`config.mk`:
```
export PLATFORM = sky130hd
export DESIGN_NAME = cascade_master_drv
export DESIGN_NICKNAME = d
export VERILOG_FILES = /design/src/rtl/cascade_master_drv.sv
export SDC_FILE = /design/constraint.sdc
export NUM_CORES = 1
export LEC_CHECK = 0
export CORE_MARGIN = 2
export CORE_UTILIZATION = 30
export CTS_CLUSTER_DIAMETER = 100
export DETAILED_ROUTE_END_ITERATION = 8
export GPL_TIMING_DRIVEN = 0
export HOLD_SLACK_MARGIN = 0.05
export PLACE_DENSITY = 0.54
export SLEW_MARGIN = 30
export SYNTH_ARGS = -nofsm -noshare
export SYNTH_HDL_FRONTEND = slang
export SYNTH_SLANG_ARGS = --single-unit
```
`constraint.sdc`:
```
create_clock -name clk -period 2.4 [get_ports clk]
set_input_delay 0.72 -clock clk [delete_from_list [all_inputs] [get_ports clk]]
set_output_delay 0.72 -clock clk [all_outputs]
set_load 0.005 [all_outputs]
```
`src/rtl/cascade_master_drv.sv`:
```
// Master end of the 8259A cascade bus: follows the INTA pulse train and drives the
// granted slave's IR level on CAS for the whole acknowledge sequence.
module cascade_master_drv #(
  parameter int SYNC_STAGES = 2,
  parameter int GAP_TIMEOUT = 255
) (
  input  logic       clk,
  input  logic       rst,
  input  logic       INTAn,
  input  logic       master_mode,
  input  logic       mode_8086,
  input  logic [7:0] icw3,
  input  logic       ir_valid,
  input  logic [2:0] ir_level,
  output logic [2:0] CAS,
  output logic       cas_oe,
  output logic       freeze,
  output logic       vec_oe,
  output logic [1:0] byte_sel,
  output logic       spurious,
  output logic       seq_done,
  output logic       seq_abort,
  output logic [2:0] dbg_state
);

  typedef enum logic [2:0] {IDLE, ACK1, GAP1, ACK2, GAP2, ACK3, DONE} state_t;

  localparam logic [7:0] TIMEOUT = 8'(GAP_TIMEOUT);

  logic [SYNC_STAGES-1:0] sync_q;
  logic                   prev_q;
  logic                   intan_s, fall, rise;
  state_t                 state_q, state_d;
  logic [7:0]             gap_cnt_q, gap_cnt_d;
  logic [2:0]             lvl_q, lvl_d;
  logic                   hit_q, hit_d, spur_q, spur_d, m86_q, m86_d;
  logic                   in_gap, timeout, abort_d;
  logic [2:0]             cas_d;
  logic                   cas_oe_d, freeze_d, vec_oe_d, spur_out_d, done_d;
  logic [1:0]             byte_sel_d;

  assign intan_s   = sync_q[SYNC_STAGES-1];
  assign fall      = prev_q & ~intan_s;
  assign rise      = ~prev_q & intan_s;
  assign in_gap    = (state_q == GAP1) || (state_q == GAP2);
  assign timeout   = in_gap && ((gap_cnt_q + 8'd1) == TIMEOUT);
  assign dbg_state = state_q;

  // Sequence tracking; the granted level and mode are captured once, on the first fall.
  always_comb begin
    state_d   = state_q;
    gap_cnt_d = gap_cnt_q;
    lvl_d     = lvl_q;
    hit_d     = hit_q;
    spur_d    = spur_q;
    m86_d     = m86_q;
    abort_d   = 1'b0;
    unique case (state_q)
      IDLE: if (fall) begin
        state_d = ACK1;
        lvl_d   = ir_valid ? ir_level : 3'd7;
        spur_d  = ~ir_valid;
        hit_d   = master_mode & ir_valid & icw3[lvl_d];
        m86_d   = mode_8086;
      end
      ACK1: if (rise) begin
        state_d   = GAP1;
        gap_cnt_d = '0;
      end
      GAP1: begin
        // A fall coinciding with the timeout is dropped: the abort wins.
        if (timeout) begin
          state_d = IDLE;
          abort_d = 1'b1;
        end else if (fall) state_d = ACK2;
        else gap_cnt_d = gap_cnt_q + 8'd1;
      end
      ACK2: if (rise) begin
        if (m86_q) state_d = DONE;
        else begin
          state_d   = GAP2;
          gap_cnt_d = '0;
        end
      end
      GAP2: begin
        if (timeout) begin
          state_d = IDLE;
          abort_d = 1'b1;
        end else if (fall) state_d = ACK3;
        else gap_cnt_d = gap_cnt_q + 8'd1;
      end
      ACK3: if (rise) state_d = DONE;
      DONE: state_d = IDLE;
      default: state_d = IDLE;
    endcase
  end

  // Outputs are decoded from the next state and registered, so CAS cannot glitch at the pads.
  always_comb begin
    cas_d      = '0;
    cas_oe_d   = 1'b0;
    freeze_d   = 1'b0;
    byte_sel_d = '0;
    spur_out_d = 1'b0;
    done_d     = 1'b0;
    unique case (state_d)
      ACK1, GAP1, ACK2, GAP2, ACK3: begin
        freeze_d   = 1'b1;
        cas_oe_d   = hit_d;
        cas_d      = hit_d ? lvl_d : 3'b000;
        spur_out_d = spur_d;
      end
      DONE: begin
        done_d     = 1'b1;
        spur_out_d = spur_d;
      end
      default: ;
    endcase
    if (state_d == ACK2 || state_d == GAP2) byte_sel_d = 2'd1;
    else if (state_d == ACK3)               byte_sel_d = 2'd2;
    // 8080 puts the CALL opcode out in pulse 1; vector bytes come from the master only without a slave.
    vec_oe_d = ((state_d == ACK1) && !m86_d) ||
               (((state_d == ACK2) || (state_d == ACK3)) && !hit_d);
  end

  always_ff @(posedge clk) begin
    if (rst) begin
      sync_q    <= '1;
      prev_q    <= 1'b1;
      state_q   <= IDLE;
      gap_cnt_q <= '0;
      lvl_q     <= '0;
      hit_q     <= 1'b0;
      spur_q    <= 1'b0;
      m86_q     <= 1'b0;
      CAS       <= '0;
      cas_oe    <= 1'b0;
      freeze    <= 1'b0;
      vec_oe    <= 1'b0;
      byte_sel  <= '0;
      spurious  <= 1'b0;
      seq_done  <= 1'b0;
      seq_abort <= 1'b0;
    end else begin
      sync_q    <= {sync_q[SYNC_STAGES-2:0], INTAn};
      prev_q    <= intan_s;
      state_q   <= state_d;
      gap_cnt_q <= gap_cnt_d;
      lvl_q     <= lvl_d;
      hit_q     <= hit_d;
      spur_q    <= spur_d;
      m86_q     <= m86_d;
      CAS       <= cas_d;
      cas_oe    <= cas_oe_d;
      freeze    <= freeze_d;
      vec_oe    <= vec_oe_d;
      byte_sel  <= byte_sel_d;
      spurious  <= spur_out_d;
      seq_done  <= done_d;
      seq_abort <= abort_d;
    end
  end

endmodule
```
# Word-level counts from Yosys, hierarchy flattened

Index checks and enable logic that the tools add are counted.

Word-level logic and storage cells: 99
Output and inout bits: 14
Input port bits: 17
Register bits after elaboration: 31

Bitwise gates (word level): 11
Equal/unequal tests: 17
Reduce and logical (&&, ||, !) cells: 20
Muxes and demuxes: 32
$add $sub $neg: 1
Order comparisons: 1

Operators by type and width:

| kind                                                        | count |
|---|---|
| two-way mux 8 bit                                           | 5 |
| two-way mux 3 bit                                           | 11 |
| case mux 8 bit (3 select lines)                             | 1 |
| case mux 3 bit (6 select lines)                             | 1 |
| equality test 3 bit (second input constant)                 | 5 |
| equality test 3 x 2 -> 1 bit (second input constant)        | 4 |
| two-way mux 1 bit                                           | 11 |
| inequality test 2 bit (second input constant)               | 5 |
| OR reduction 2 bit                                          | 5 |
| adder 8 x 1 -> 8 bit (second input constant)                | 1 |
| equality test 8 bit (second input constant)                 | 1 |
| NOT 1 bit                                                   | 7 |
| equality test 3 x 1 -> 1 bit (second input constant)        | 2 |
| AND reduction 6 bit                                         | 1 |
| OR reduction 6 bit                                          | 1 |
| OR reduction 5 bit                                          | 1 |
| bitwise AND 1 bit                                           | 4 |
| logical OR 1 bit                                            | 4 |
| less-than comparator 3 x 4 -> 1 bit (second input constant) | 1 |
| two-way mux 2 bit                                           | 2 |
| binary-select mux 1 bit (select 3 bit)                      | 1 |
| logical AND 1 bit                                           | 3 |
| zero test 3 bit                                             | 1 |
| nonzero test 3 bit                                          | 1 |
| other kinds (2)                                             | 3 |

# Longest topological paths before layout

Depth in word-level cells: 9
Gate-level depth with buffers: 7
Gate-level depth less buffers: 7

# Least setup slack after synthesis

OpenSTA, ideal clock, no wires.

Kind: register to register
From: register gap_cnt_q[0]
To: register CAS[0]
Arrival time: 1.754 ns
Stages on the path, launching flop included: 7
Clock period less this slack: 1.896 ns
Required time: 2.259 ns
Buffers on the path: 0
Setup time: 0.141 ns
Setup slack: 0.504 ns
Path through: dfxtp_1 -> ha_1 -> xnor2_1 -> nor2_1 -> nand4_1 -> a2111oi_2 -> nor4_1

Longest elaborated chain between the ends: 9
Elaborated cells between the ends (all ways): 14
Classes of those cells: add/sub: 1; eq/ne: 6; mux: 3; bitwise: 1; reduce/logical: 3

RTL lines:

| item                                                 | line   | source |
|---|---|---|
| start: declaration                                   | 34     | `logic [7:0] gap_cnt_q, gap_cnt_d;` |
| start signal: assignment                             | 148    | `gap_cnt_q <= gap_cnt_d;` |
| adder 8 x 1 -> 8 bit *                               | 46     | `assign timeout = in_gap && ((gap_cnt_q + 8'd1) == TIMEOUT);` |
| equality test 8 bit *                                | 46     |  |
| logical AND 1 bit *                                  | 46     |  |
| two-way mux 3 bit (on tied branches)                 | 86, 72 |  |
| case mux 3 bit (6 select lines) *                    | 58     | `unique case (state_q)` |
| equality test 3 x 2 -> 1 bit (tied with other cells) | 106    | `unique case (state_d)` |
| OR reduction 5 bit *                                 | 106    |  |
| NOT 1 bit (no line) *                                | --     |  |
| OR reduction 3 bit (no line) *                       | --     |  |
| end signal: assignment                               | 153    | `CAS <= cas_d;` |
| end: declaration                                     | 15     | `output logic [2:0] CAS,` |

Every way passes the cells marked *; elsewhere a longest branch is shown, timed or not.
A chain may end at the register's enable or synchronous reset.

# Worst setup path in the final report

From: input ir_level[0]
To: register CAS[2]

Longest elaborated chain between the ends: 8

RTL lines:

| item                                    | line | source |
|---|---|---|
| start: declaration                      | 14   | `input logic [2:0] ir_level,` |
| two-way mux 3 bit                       | 61   | `lvl_d = ir_valid ? ir_level : 3'd7;` |
| binary-select mux 1 bit (select 3 bit)  | 63   | `hit_d = master_mode & ir_valid & icw3[lvl_d];` |
| two-way mux 1 bit (implied by the code) | 63   |  |
| bitwise AND 1 bit                       | 63   |  |
| two-way mux 1 bit                       | 59   | `IDLE: if (fall) begin` |
| two-way mux 1 bit                       | 58   |  |
| NOT 1 bit (no line)                     | --   |  |
| OR reduction 3 bit (no line)            | --   |  |

No other way between the ends. The select of a mux whose other input is x is not followed.

==> impl_metrics.env <==
export IMPL_critPathTopFamily="buffers and inverters"
export IMPL_placedCellCount=272
export IMPL_drcViolationCount=0
export IMPL_yosysTopAreaCellShare=0.404
export IMPL_max_freq_ghz=0.443
export IMPL_p_sw_uw=233
export IMPL_hp_class="register to register"
export IMPL_syn_to_final_growth_pct=30.7
export IMPL_max_stage_delay_ns=0.48
export IMPL_synth_top_family_by_area="simple AND/OR/NAND/NOR gates"
export IMPL_dp_hpwl_mm=2.61
export IMPL_crit_buf_inv=1
export IMPL_io_buffer_count=30
export IMPL_coreArea_sq_mm=0.00501
export IMPL_crit_path_start_kind="input port"
export IMPL_combPwrFrac=0.099
export IMPL_pin_count=31
export IMPL_via_per_inst=4.81
export IMPL_wire_per_inst_um=12.5
export IMPL_clock_latency_ns=0.28
export IMPL_muxShareOfSynthArea=0.0749
export IMPL_hold_ws_ns=0.417
export IMPL_tightest_slew_ns=0.583
export IMPL_fillers=540
export IMPL_rsz0062_at_grt="no"
export IMPL_ys_types=43
export IMPL_postCtsHoldBufs=0
export IMPL_layout_drive_gt1_share=0.100
export IMPL_cp_slowest_cell="clkdlybuf4s50_1"
export IMPL_start_util=0.307
export IMPL_ir_worst_vdd_mv=0.177
export IMPL_status="finished clean"
export IMPL_worst_path_max_fanout=4
export IMPL_overflow=0
export IMPL_maxSlewHeadroom=0.611
export IMPL_worstPathArrival_ns=2.44
export IMPL_gp_congestion=0.845
export IMPL_cp_cell_sequence="clkdlybuf4s50_1 > mux4_2 > nor2b_1 > o41ai_4 > nand3_2 > nor4_1"
export IMPL_path_class="input port to register"
export IMPL_period_needed_ns=2.26
export IMPL_ys_ff_latch=31
export IMPL_swShare=0.230
export IMPL_track_usage=0.134
export IMPL_layout_cells_non_filler=280
export IMPL_post_synth_xor_area_fraction=0.0277
export IMPL_endpoint_kind="register"
export IMPL_clk_path_buf_depth=2
export IMPL_p_leak_uw=0.000774
export IMPL_syn_num_nets=191
export IMPL_grt_max_degree=11
export IMPL_postLayoutCoreUtil=0.401
export IMPL_vias=1347
export IMPL_final_cell_area_sq_mm=0.00201
export IMPL_die_height_um=75.6
export IMPL_layout_commonest_cell="dfxtp_1"
export IMPL_r2r_slack_ns=0.30
export IMPL_antenna_found_initial=0
export IMPL_fin_worst_skew_ns=0.00474
export IMPL_synth_seq_area_share=0.404
export IMPL_wl_mm=3.50
export IMPL_layout_common_cells="dfxtp_1 (31), clkdlybuf4s50_1 (30), nor2_1 (25)"
export IMPL_clockPowerShare=0.379
export IMPL_rows=26
export IMPL_synth_compound_area_share=0.160
export IMPL_slew_viol_final=0
export IMPL_synth_simple_area_share=0.277
export IMPL_cts_tree="built"
export IMPL_intPower_uw=780
export IMPL_cellPowerDensity_mw_per_mm2=504
export IMPL_syn_area_sq_mm=0.00154
export IMPL_synth_warnings=0
export IMPL_dr_pass1_iters=4
export IMPL_fin_crit_sh=0.940
export IMPL_clockRootBuffer="clkbuf_8"
export IMPL_p_seq_frac=0.522
export IMPL_synthAdderAreaFrac=0.0228
export IMPL_synthCells=172
export IMPL_yosysTopAreaCell="dfxtp_1"
export IMPL_finalNetCount=228
export IMPL_hold_viol=0
export IMPL_max_cap_violations=0
export IMPL_path_clk_slew_ns=0.06
export IMPL_drt_first_iter_violations=84
export IMPL_synthTopCellsByArea="dfxtp_1 (40%), nor2_1 (6.4%), mux2i_1 (4.6%), a21oi_1 (3.3%), mux4_2 (2.9%)"
export IMPL_die_w_um=75.6
export IMPL_cts_sinks=31
export IMPL_postRouteAntennaNets=0
export IMPL_die_area_sq_mm=0.00571
export IMPL_grt_pass1_wl_mm=5.77
export IMPL_htree_levels=2
export IMPL_setup_violations=0
export IMPL_worstPathRequired_ns=2.58
export IMPL_n_antenna_cell=0
export IMPL_placed_area_sq_mm=0.00192
export IMPL_avgSynthCellArea_sq_um=8.93
export IMPL_grt_pass1_vias=1256
export IMPL_cts_buffers=5
export IMPL_register_area_sq_um=621
export IMPL_multiInputGateArea_sq_um=867
## state kept, by name (all words and copies together) (netlist names), 2 cells and up
register   flops
dbg_state      3
lvl_q          3
sync_q         2
CAS            3
gap_cnt_q      8
byte_sel       2
## power by group through the flow
stage / clock network [uW] / registers (uW) / logic [uW]
floorplan: 0 / 539 / 52.4
global placement: 0 / 540 / 103
detailed placement: 0 / 540 / 101
CTS: 396 / 529 / 102
global route: 427 / 529 / 111
finish: 384 / 529 / 101
## routing by layer
metal / part of all wire / GRT usage
met4: 0.015 / 0.0409
met5: 0 / 0
met1: 0.49 / 0.170
met3: 0.058 / 0.0437
met2: 0.44 / 0.218
## synthesized netlist by cell type (all sizes together)
library cell / n
o32a: 1
a21oi: 10
nand2: 10
nand4: 5
nor3: 5
a21o: 1
mux4: 2
nor4bb: 1
nor4: 4
a41o: 2
and4: 2
a2111oi: 1
or4b: 1
inv: 6
a31oi: 4
and3: 3
o21a: 2
o211ai: 1
nand3b: 1
a311oi: 1
o21ai: 3
a22oi: 3
dfxtp: 31
clkbuf: 5
o32ai: 1
xor2: 1
xnor2: 3
ha: 2
nor2: 26
nor2b: 4
nand3: 7
or3: 2
maj3: 1
nand2b: 5
or2: 3
and2: 1
mux2i: 7
buf: 2
o41ai: 1
a21boi: 1
## worst paths after layout
check	start	end	cells past startpoint
setup / recovery	ir_level[0]	CAS[2]$_SDFF_PP0_	6
hold reg to reg	sync_q[0]$_SDFF_PP1_	sync_q[1]$_SDFF_PP1_	1
setup reg to reg	gap_cnt_q[1]$_SDFFE_PP0P_	freeze$_SDFF_PP0_	6
hold / removal	sync_q[0]$_SDFF_PP1_	sync_q[1]$_SDFF_PP1_	1
## logic make-up after synthesis
kind of cell | after synthesis
adder cells (fa/ha/maj) | 3
multiplexers | 9
XOR/XNOR | 4
buffers and inverters | 13
AND/OR/NAND/NOR | 80
flip-flops | 31
AO/OA/AOI/OAI | 32
## cell type report
| class | instances | share of cell area |
|---|---|---|
| timing repair buffer | 30 | 0.150 |
| sequential | 31 | 0.309 |
| clock buffer | 7 | 0.0380 |
| clock inverter | 1 | 0.00249 |
| inverter | 6 | 0.0112 |
| tap | 70 | 0.0436 |
| buffer | 7 | 0.0143 |
| multi-input combinational | 128 | 0.432 |
## repair_timing
action	4_1_cts	5_1_grt
buffers inserted	0	0
endpoints found under the setup margin	0	5
gates resized for setup	0	1
## metrics by stage
stage          TNS (ns)  power, uW  setup slack (ns)
2_1_floorplan         0        591             0.504
3_3_place_gp     -0.947        643            -0.193
3_5_place_dp     -0.797        641            -0.193
4_1_cts               0       1030            0.0962
5_1_grt               0       1070            0.0397
6_report              0       1010             0.144
Note: power is estimated with default switching activity, not from simulation.
